### src/rtl/riscv_pkg.sv
// Shared fetch definitions: XLEN, the reset PC default, the NOP encoding,
// the fetch FSM state enum and a word-alignment helper.
package riscv_pkg;

    localparam int              XLEN             = 32;
    localparam logic [XLEN-1:0] RESET_PC_DEFAULT = 32'h0000_0000;
    localparam logic [XLEN-1:0] NOP_INSTR        = 32'h0000_0013;

    typedef enum logic [1:0] {
        FS_IDLE = 2'd0,
        FS_REQ  = 2'd1,
        FS_WAIT = 2'd2,
        FS_DROP = 2'd3
    } fetch_state_e;

    // Clear the byte-offset bits so a fetch address is always word aligned.
    function automatic logic [XLEN-1:0] word_align(input logic [XLEN-1:0] addr);
        return addr & ~32'h0000_0003;
    endfunction

endpackage

### src/rtl/fetch_fifo.sv
// DEPTH x WIDTH synchronous FIFO with flush. The head entry is read
// combinationally from registered storage. A push into a full FIFO is
// accepted only when a pop happens in the same cycle.
module fetch_fifo #(
    parameter int DEPTH = 2,
    parameter int WIDTH = 64,
    parameter int CW    = $clog2(DEPTH + 1)
) (
    input  logic             clk,
    input  logic             rst,
    input  logic             flush,
    input  logic             push,
    input  logic [WIDTH-1:0] push_data,
    input  logic             pop,
    output logic [WIDTH-1:0] head,
    output logic             full,
    output logic             empty,
    output logic [CW-1:0]    count
);

    localparam int PW = $clog2(DEPTH);

    logic [WIDTH-1:0] mem [DEPTH];
    logic [PW-1:0]    rd_ptr;
    logic [PW-1:0]    wr_ptr;
    logic             do_push;
    logic             do_pop;

    // Pointers wrap explicitly so non-power-of-two depths work.
    function automatic logic [PW-1:0] ptr_inc(input logic [PW-1:0] p);
        return (p == PW'(DEPTH - 1)) ? '0 : p + PW'(1);
    endfunction

    assign empty   = (count == '0);
    assign full    = (count == CW'(DEPTH));
    assign do_pop  = pop && !empty;
    assign do_push = push && (!full || do_pop);
    assign head    = mem[rd_ptr];

    // Pointer and occupancy bookkeeping; flush wins over push and pop.
    always_ff @(posedge clk) begin
        if (rst || flush) begin
            rd_ptr <= '0;
            wr_ptr <= '0;
            count  <= '0;
        end else begin
            if (do_push) wr_ptr <= ptr_inc(wr_ptr);
            if (do_pop)  rd_ptr <= ptr_inc(rd_ptr);
            if (do_push && !do_pop)      count <= count + CW'(1);
            else if (do_pop && !do_push) count <= count - CW'(1);
        end
    end

    // Storage needs no reset: an entry is only read once it is counted valid.
    always_ff @(posedge clk) begin
        if (do_push) mem[wr_ptr] <= push_data;
    end

endmodule

### src/rtl/fetch_unit.sv
// Instruction fetch front end: issues single-outstanding word fetches,
// buffers responses in a small FIFO and handles redirects.
// Optional feature macro: FETCH_MISALIGN_CHECK_EN (sticky misalign flag that
// stalls fetching on an unaligned redirect target).
//
// state | meaning
// IDLE  | first cycle after reset, no request
// REQ   | present fetch_pc, request while the buffer has room
// WAIT  | one request granted, waiting for its response
// DROP  | granted request made stale by a redirect, discard its response
module fetch_unit
    import riscv_pkg::*;
#(
    parameter logic [XLEN-1:0] RESET_PC = RESET_PC_DEFAULT,
    parameter int              DEPTH    = 2
) (
    input  logic            clk,
    input  logic            rst,
    output logic            imem_req,
    output logic [XLEN-1:0] imem_addr,
    input  logic            imem_gnt,
    input  logic            imem_rvalid,
    input  logic [XLEN-1:0] imem_rdata,
    input  logic            redirect,
    input  logic [XLEN-1:0] redirect_pc,
    output logic            instr_valid,
    output logic [XLEN-1:0] instr,
    output logic [XLEN-1:0] instr_pc,
    input  logic            instr_ready,
    output logic            misalign
);

    localparam int CW  = $clog2(DEPTH + 1);
    localparam int CW1 = CW + 1;

    localparam logic [1:0] ST_IDLE = FS_IDLE;
    localparam logic [1:0] ST_REQ  = FS_REQ;
    localparam logic [1:0] ST_WAIT = FS_WAIT;
    localparam logic [1:0] ST_DROP = FS_DROP;

    logic [1:0]        state;
    logic [1:0]        state_n;
    logic [XLEN-1:0]   fetch_pc;
    logic [XLEN-1:0]   redirect_target;
    logic [1:0]        ign_cnt;
    logic              rvalid_ok;
    logic              outstanding;
    logic              space_ok;
    logic [XLEN-1:0]   hold_instr;
    logic [XLEN-1:0]   hold_pc;
    logic              fifo_push;
    logic              fifo_pop;
    logic [2*XLEN-1:0] fifo_head;
    logic              fifo_full;
    logic              fifo_empty;
    logic [CW-1:0]     fifo_count;

`ifdef FETCH_MISALIGN_CHECK_EN
    logic misalign_q;

    // Sticky until the next redirect; an aligned target clears it.
    always_ff @(posedge clk) begin
        if (rst)           misalign_q <= 1'b0;
        else if (redirect) misalign_q <= |redirect_pc[1:0];
    end

    assign misalign = misalign_q;
`else
    assign misalign = 1'b0;
`endif

    assign redirect_target = word_align(redirect_pc);

    // A response left over from before reset may still arrive; ignore rvalid
    // for the first two cycles after reset.
    assign rvalid_ok   = imem_rvalid && (ign_cnt == 2'd0);
    assign outstanding = (state == ST_WAIT) || (state == ST_DROP);
    assign space_ok    = ({1'b0, fifo_count} + CW1'(outstanding)) < CW1'(DEPTH);
    assign imem_req    = (state == ST_REQ) && space_ok && !misalign;
    assign imem_addr   = fetch_pc;

    assign fifo_push = (state == ST_WAIT) && rvalid_ok && !redirect
                       && (!fifo_full || fifo_pop);
    assign fifo_pop  = instr_valid && instr_ready && !redirect;

    assign instr_valid = !fifo_empty;
    assign instr       = fifo_empty ? hold_instr : fifo_head[XLEN-1:0];
    assign instr_pc    = fifo_empty ? hold_pc    : fifo_head[2*XLEN-1:XLEN];

    // Next-state selection; a redirect only changes where a live response goes.
    always_comb begin
        state_n = state;
        case (state)
            ST_IDLE: state_n = ST_REQ;
            ST_REQ:  if (imem_req && imem_gnt) state_n = redirect ? ST_DROP : ST_WAIT;
            ST_WAIT: begin
                if (redirect)       state_n = rvalid_ok ? ST_REQ : ST_DROP;
                else if (rvalid_ok) state_n = ST_REQ;
            end
            ST_DROP: if (rvalid_ok) state_n = ST_REQ;
            default: state_n = ST_REQ;
        endcase
    end

    // State, fetch address, reset-ignore timer and last-shown instruction.
    always_ff @(posedge clk) begin
        if (rst) begin
            state      <= ST_IDLE;
            fetch_pc   <= RESET_PC;
            ign_cnt    <= 2'd2;
            hold_instr <= NOP_INSTR;
            hold_pc    <= '0;
        end else begin
            state <= state_n;
            if (ign_cnt != 2'd0) ign_cnt <= ign_cnt - 2'd1;
            if (redirect)                    fetch_pc <= redirect_target;
            else if (imem_req && imem_gnt)   fetch_pc <= fetch_pc + 32'd4;
            if (!fifo_empty) begin
                hold_instr <= fifo_head[XLEN-1:0];
                hold_pc    <= fifo_head[2*XLEN-1:XLEN];
            end
        end
    end

    fetch_fifo #(
        .DEPTH (DEPTH),
        .WIDTH (2 * XLEN),
        .CW    (CW)
    ) u_fifo (
        .clk       (clk),
        .rst       (rst),
        .flush     (redirect),
        .push      (fifo_push),
        .push_data ({fetch_pc - 32'd4, imem_rdata}),
        .pop       (fifo_pop),
        .head      (fifo_head),
        .full      (fifo_full),
        .empty     (fifo_empty),
        .count     (fifo_count)
    );

endmodule

### config.mk
export PLATFORM = sky130hd
export DESIGN_NAME = fetch_unit
export DESIGN_NICKNAME = d
export VERILOG_FILES = /design/src/rtl/riscv_pkg.sv /design/src/rtl/fetch_fifo.sv /design/src/rtl/fetch_unit.sv
export SDC_FILE = /design/constraint.sdc
export NUM_CORES = 1
export LEC_CHECK = 0
export BUFFER_PORTS_ARGS = -buffer_cell sky130_fd_sc_hd__clkbuf_2
export CORE_MARGIN = 1.5
export CORE_UTILIZATION = 55
export CTS_CLUSTER_SIZE = 20
export DETAILED_ROUTE_END_ITERATION = 10
export HOLD_SLACK_MARGIN = 0.03
export PLACE_DENSITY = 0.78
export SLEW_MARGIN = 40
export SYNTH_ARGS = -nofsm -noshare
export SYNTH_HDL_FRONTEND = slang
export SYNTH_HIERARCHICAL = 1
export SYNTH_SLANG_ARGS = --single-unit
### constraint.sdc
create_clock -name clk -period 5.7 [get_ports clk]
set_clock_uncertainty 0.2 [all_clocks]
set_input_delay 0.57 -clock clk [delete_from_list [all_inputs] [get_ports clk]]
set_output_delay 0.57 -clock clk [all_outputs]
set_load 0.005 [all_outputs]
# After elaboration in Yosys (flattened, before gate mapping)
# Memory sizes are Yosys's and may differ from the RTL's. A register that Yosys moved wholly into a read port is not among the register bits.
# Index checks and enable logic that the tools add are counted.
# Widths: inputs -> output; s select.
[word_totals]
memories = 1
ff_bits = 104
inputBits = 70
ramBits = 128
wordCells = 70
output_inout_bits = 99
[op_classes]
eq_ne = 5
n_reduce_logical = 28
addsub = 8
n_lt_le_gt_ge = 1
mux = 18
[memory_table]
columns = ["name", "words", "width", "read_ports", "rd_ports_with_merged_regs", "write_ports", "line", "text"]
rows = [
  ["u_fifo.mem", 2, 64, 1, 1, 1, "fetch_fifo.sv:23", "logic [WIDTH-1:0] mem [DEPTH];"],
]
[op_table]
columns = ["operator", "n"]
rows = [
  ["$mux 32", 4],
  ["$add 32x3->32 const B", 1],
  ["$sub 32x3->32 const B", 1],
  ["$logic_and 1x1->1", 12],
  ["$mux 2", 6],
  ["$pmux 2 s4", 1],
  ["$mux 1", 7],
  ["$eq 2x2->1 const B", 3],
  ["$logic_not 2->1", 3],
  ["$reduce_bool 2->1", 3],
  ["$logic_not 1->1", 5],
  ["$logic_or 1x1->1", 4],
  ["$sub 2x1->2 const B", 2],
  ["$add 2x1->3", 1],
  ["$lt 3x2->1 const B", 1],
  ["$add 1x1->1 const B", 2],
  ["$add 2x1->2 const B", 1],
  ["$eq 2x1->1 const B", 1],
  ["$ne 2x1->1 const B", 1],
  ["$reduce_or 2->1", 1],
]

# Longest topological paths before layout
[depth]
ltp_word = 11
ltp_mapped = 12
depth_no_buf = 10

# Modules after synthesis
# Netlist, hierarchy kept.
[modules_own_cells]
columns = ["mod", "cells_each", "n_inst", "area_per_inst_um2", "seq_area_each_um2"]
rows = [
  ["fetch_unit", 568, 1, 5119.9, 1961.9],
  ["fetch_fifo", 226, 1, 4853.4, 3943.8],
]

# Worst setup path after synthesis
# OpenSTA, ideal clock, no wires.
[synth_path]
path_kind = "reg-to-reg"
start = "register u_fifo.count[0]"
end = "memory u_fifo.mem[0][0] (enable)"
slack_ps = 453
setup_time_ps = 494
arrival_time_ps = 4553
n_path_buf = 2
synth_period_minus_slack_ps = 5247
t_required_ps = 5006
stages_incl_launch_ff = 9
cell_sequence = "dfxtp_1 > nor2_1 > clkbuf_1 > clkbuf_1 > inv_1 > nand2_1 > a2111oi_0 > a21boi_2 > nor2b_1"
[synth_via]
elab_chain_len = 9
word_cells_on_any_way = 13
cone_classes = "1 x eq/ne; 2 x mux; 10 x reduce/logical"
[synth_rtl]
columns = ["item", "line", "text"]
rows = [
  ["start: declaration", "fetch_fifo.sv:18", "output logic [CW-1:0] count"],
  ["start signal: assignment", "fetch_fifo.sv:49", "if (do_push && !do_pop) count <= count + CW'(1);"],
  ["start signal: assignment", "fetch_fifo.sv:50", "else if (do_pop && !do_push) count <= count - CW'(1);"],
  ["$logic_not 2->1", "fetch_fifo.sv:34", "assign empty = (count == '0);"],
  ["via fifo_empty", "fetch_unit.sv:55", "logic fifo_empty;"],
  ["$logic_not 1->1", "fetch_unit.sv:86", "assign instr_valid = !fifo_empty;"],
  ["via instr_valid", "fetch_unit.sv:26", "output logic instr_valid,"],
  ["$logic_and 1x1->1 (2 in a row)", "fetch_unit.sv:84", "assign fifo_pop = instr_valid && instr_ready && !redirect;"],
  ["$logic_or 1x1->1", "fetch_unit.sv:83", "&& (!fifo_full || fifo_pop);"],
  ["$logic_and 1x1->1", "fetch_unit.sv:83", ""],
  ["via fifo_push", "fetch_unit.sv:51", "logic fifo_push;"],
  ["$logic_and 1x1->1", "fetch_fifo.sv:37", "assign do_push = push && (!full || do_pop);"],
  ["$mux 1", "fetch_fifo.sv:56", "if (do_push) mem[wr_ptr] <= push_data;"],
  ["$mux 1 (not written as such)", "fetch_fifo.sv:56", ""],
  ["end: declaration", "fetch_fifo.sv:23", ""],
]
# The timed path passes the listed nets, and every way through them passes these cells.

==> key figures <==
Outcome
  • Status: completed

Worst setup path
  • Setup CP Type: reg2out
  • CP Capture Type: primary output
  • Reg2reg start: u_fifo/count[1]
  • Worst endpoint required time: 4930 ps
  • Setup crit start kind: flip-flop
  • Crit path max fanout: 37
  • R2R cell count: 7
  • Arr. time, crit path: 2470 ps

Global routing
  • GRT Overall Usage: 21.0%
  • Vias in the first global route: 6174
  • First-pass GRT wire length: 31.4 mm
  • Largest net degree at the start of global routing: 78
  • Initial antenna violation count: 0
  • Grt total ovfl: 0

Synthesis
  • Post-synth EDFFs: 128
  • Yosys top cell area share: 38.5%
  • Yosys top cell by area: edfxtp_1
  • Synth unique cells: 58
  • Ys async rst share: 0%
  • Synth top cells by count: 128 x edfxtp_1, 128 x mux2_2, 103 x dfxtp_1
  • Top post-synthesis cells by area: edfxtp_1 39%, dfxtp_1 21%, mux2_2 14%
  • Mapped cell area: 0.00997 sq mm
  • Post-synthesis sequential area ratio: 59.2%
  • Synth Area per Inst: 12.6 sq um
  • Syn Inst Count: 794
  • Syn. warnings: 6
  • Synth Register Bits: 231
  • Top FF cell, synth: edfxtp_1

Clock tree
  • CTS sink cnt: 231
  • Postcts setup bufs: 0
  • Clock root cell: clkbuf_16
  • CTS clk-pin slew, worst paths: 60 ps
  • Worst-skew pair later-pin latency: 510 ps
  • Clock tree buffer depth: 3
  • Hold_buf cts: 0
  • PostCTS Resize Cnt: 0
  • Number of CTS-inserted buffers: 25
  • H-tree levels: 1
  • CTS tree: built

Floorplanning
  • Die area: 0.0190 sq mm
  • Core area: 0.0179 sq mm
  • Boundary Pins: 169
  • Initial Util: 55.7%
  • Chip Width: 138 um
  • Row count: 49
  • Die Y: 138 um

Final layout
  • Fill cells: 1346
  • Ant. Diodes: 0
  • Design area: 0.0117 sq mm
  • Share of cells above drive strength 1: 37.4%
  • NumNets Final: 1012
  • Area grow syn2layout: 17.7%

STA
  • Minimum clock period: 3240 ps
  • Worst Max-Slew Pin Slew: 737 ps
  • Slew Limit Fails: 0
  • Fin crit share: 56.9%
  • TNS Setup: 0 ps
  • WHS: 46.0 ps
  • Relative slew slack: 50.8%
  • Max Freq: 308 MHz
  • RSZ-0062 raised after global routing: false
  • Final hold violation count: 0
  • Final setup fails: 0

Flow run
  • MaxCap Viol Count: 0

Route
  • DR pass1 iterations: 5
  • DRC Markers: 0
  • ANT nets after route: 0
  • Final WL: 20.2 mm
  • WL/cell: 17.0 um
  • DR vias/cell: 5.61
  • Initial DRC count: 352
  • DR vias: 6648

Place
  • Cell Area, Placed: 0.0109 sq mm
  • Detail Placement HPWL: 12.6 mm
  • Placer Congestion: 0.837
  • Port bufs: 163

Hold path
  • Worst hold path class: in2reg
  • Hold path startpoint: imem_rdata[2]
  • Hold depth: 1

Power
  • PD cells: 306 mW/mm^2
  • Clock power frac: 43.1%
  • Switching Power: 780 uW
  • Leak pwr: 0.00460 uW
  • Int Power: 2810 uW
  • Worst vdd ir: 0.306 mV
  • Switch share: 21.7%
  • Combinational share of power: 5.8%
  • Seq pwr share: 51.2%
==> final cells by class <==
| class | count | area, sq um | share of cell area (%) |
|---|---|---|---|
| Multi-Input combinational cell | 495 | 3810 | 32.4 |
| Clock inverter | 14 | 124 | 1.06 |
| Clock buffer | 30 | 674 | 5.75 |
| Sequential cell | 231 | 5910 | 50.4 |
| Timing Repair Buffer | 169 | 875 | 7.45 |
| Tap cell | 229 | 287 | 2.44 |
| Inverter | 16 | 60.1 | 0.512 |
==> through the flow <==
stage | cells | util [%] | power [uW] | worst slack [ps]
floorplan | 800 | - | 2000 | 453
global placement | 1140 | 60.9 | 2070 | 2290
detailed placement | 1140 | 61.1 | 2080 | 2610
CTS | 1184 | 65.5 | 3620 | 2420
global route | 1184 | 65.6 | 3720 | 2340
finish | 1184 | 65.6 | 3590 | 2460
==> power groups by stage <==
stage	logic, uW	clock network (uW)	registers (uW)
after detailed placement	207	0	1870
after global routing	234	1640	1840
final	207	1550	1840
after CTS	208	1570	1840
after floorplan	151	0	1850
after global placement	200	0	1870
==> cell usage in the layout (no fill, tap or decap), types with 11 or more instances in the layout <==
cell type  instances
a211oi_1          11
a21oi_1           11
clkbuf_16         25
clkbuf_2         162
dfxtp_1          102
edfxtp_1         128
inv_1             15
mux2_2           128
nand2_1           31
nand3_1           11
nand4_1           15
nor2_1            42
nor2b_1           62
nor3_1            17
nor4_1            11
xor2_1            28
==> per-layer routing <==
metal / up-vias / share of wire, % / global-route usage (%)
met2: 231 / 46 / 34.3
met4: 0 / 2.3 / 6.43
met3: 42 / 7.1 / 3.79
li1: 3197 / - / -
met5: - / 0 / 0
met1: 3178 / 45 / 28.6
==> state kept, by name, indices dropped and copies added, names as in the netlist, named ones only <==
register	cells
hold_instr	32
hold_pc	32
ign_cnt	2
imem_addr	30
state	2
u_fifo/count	2
u_fifo/mem	128
u_fifo/rd_ptr	1
u_fifo/wr_ptr	1
==> worst paths after layout <==
kind	to	slack, ps
max	instr_pc[16]	2460
min	u_fifo/mem[1][2]	50
max reg2reg	u_fifo/mem[1][16]	2780
min reg2reg	flip-flop	310
==> worst max-delay path, cell delays in order, from the launching register on <==
cell      delay, ps
dfxtp_4         710
buf_4           460
mux2_2          390
mux2_2          270
clkbuf_2        130
==> logic make-up after synthesis <==
logic type,synth area share (%)
DFF,59.2
adders and majority gates,0.502
xor gates and xnor gates,3.34
and+or+nand+nor,14.0
muxes,14.8
other,0.0376
buffers and inverters,3.20
AOI/OAI and AO/OA,4.97
No activity file was read; power rests on OpenSTA's default activity.
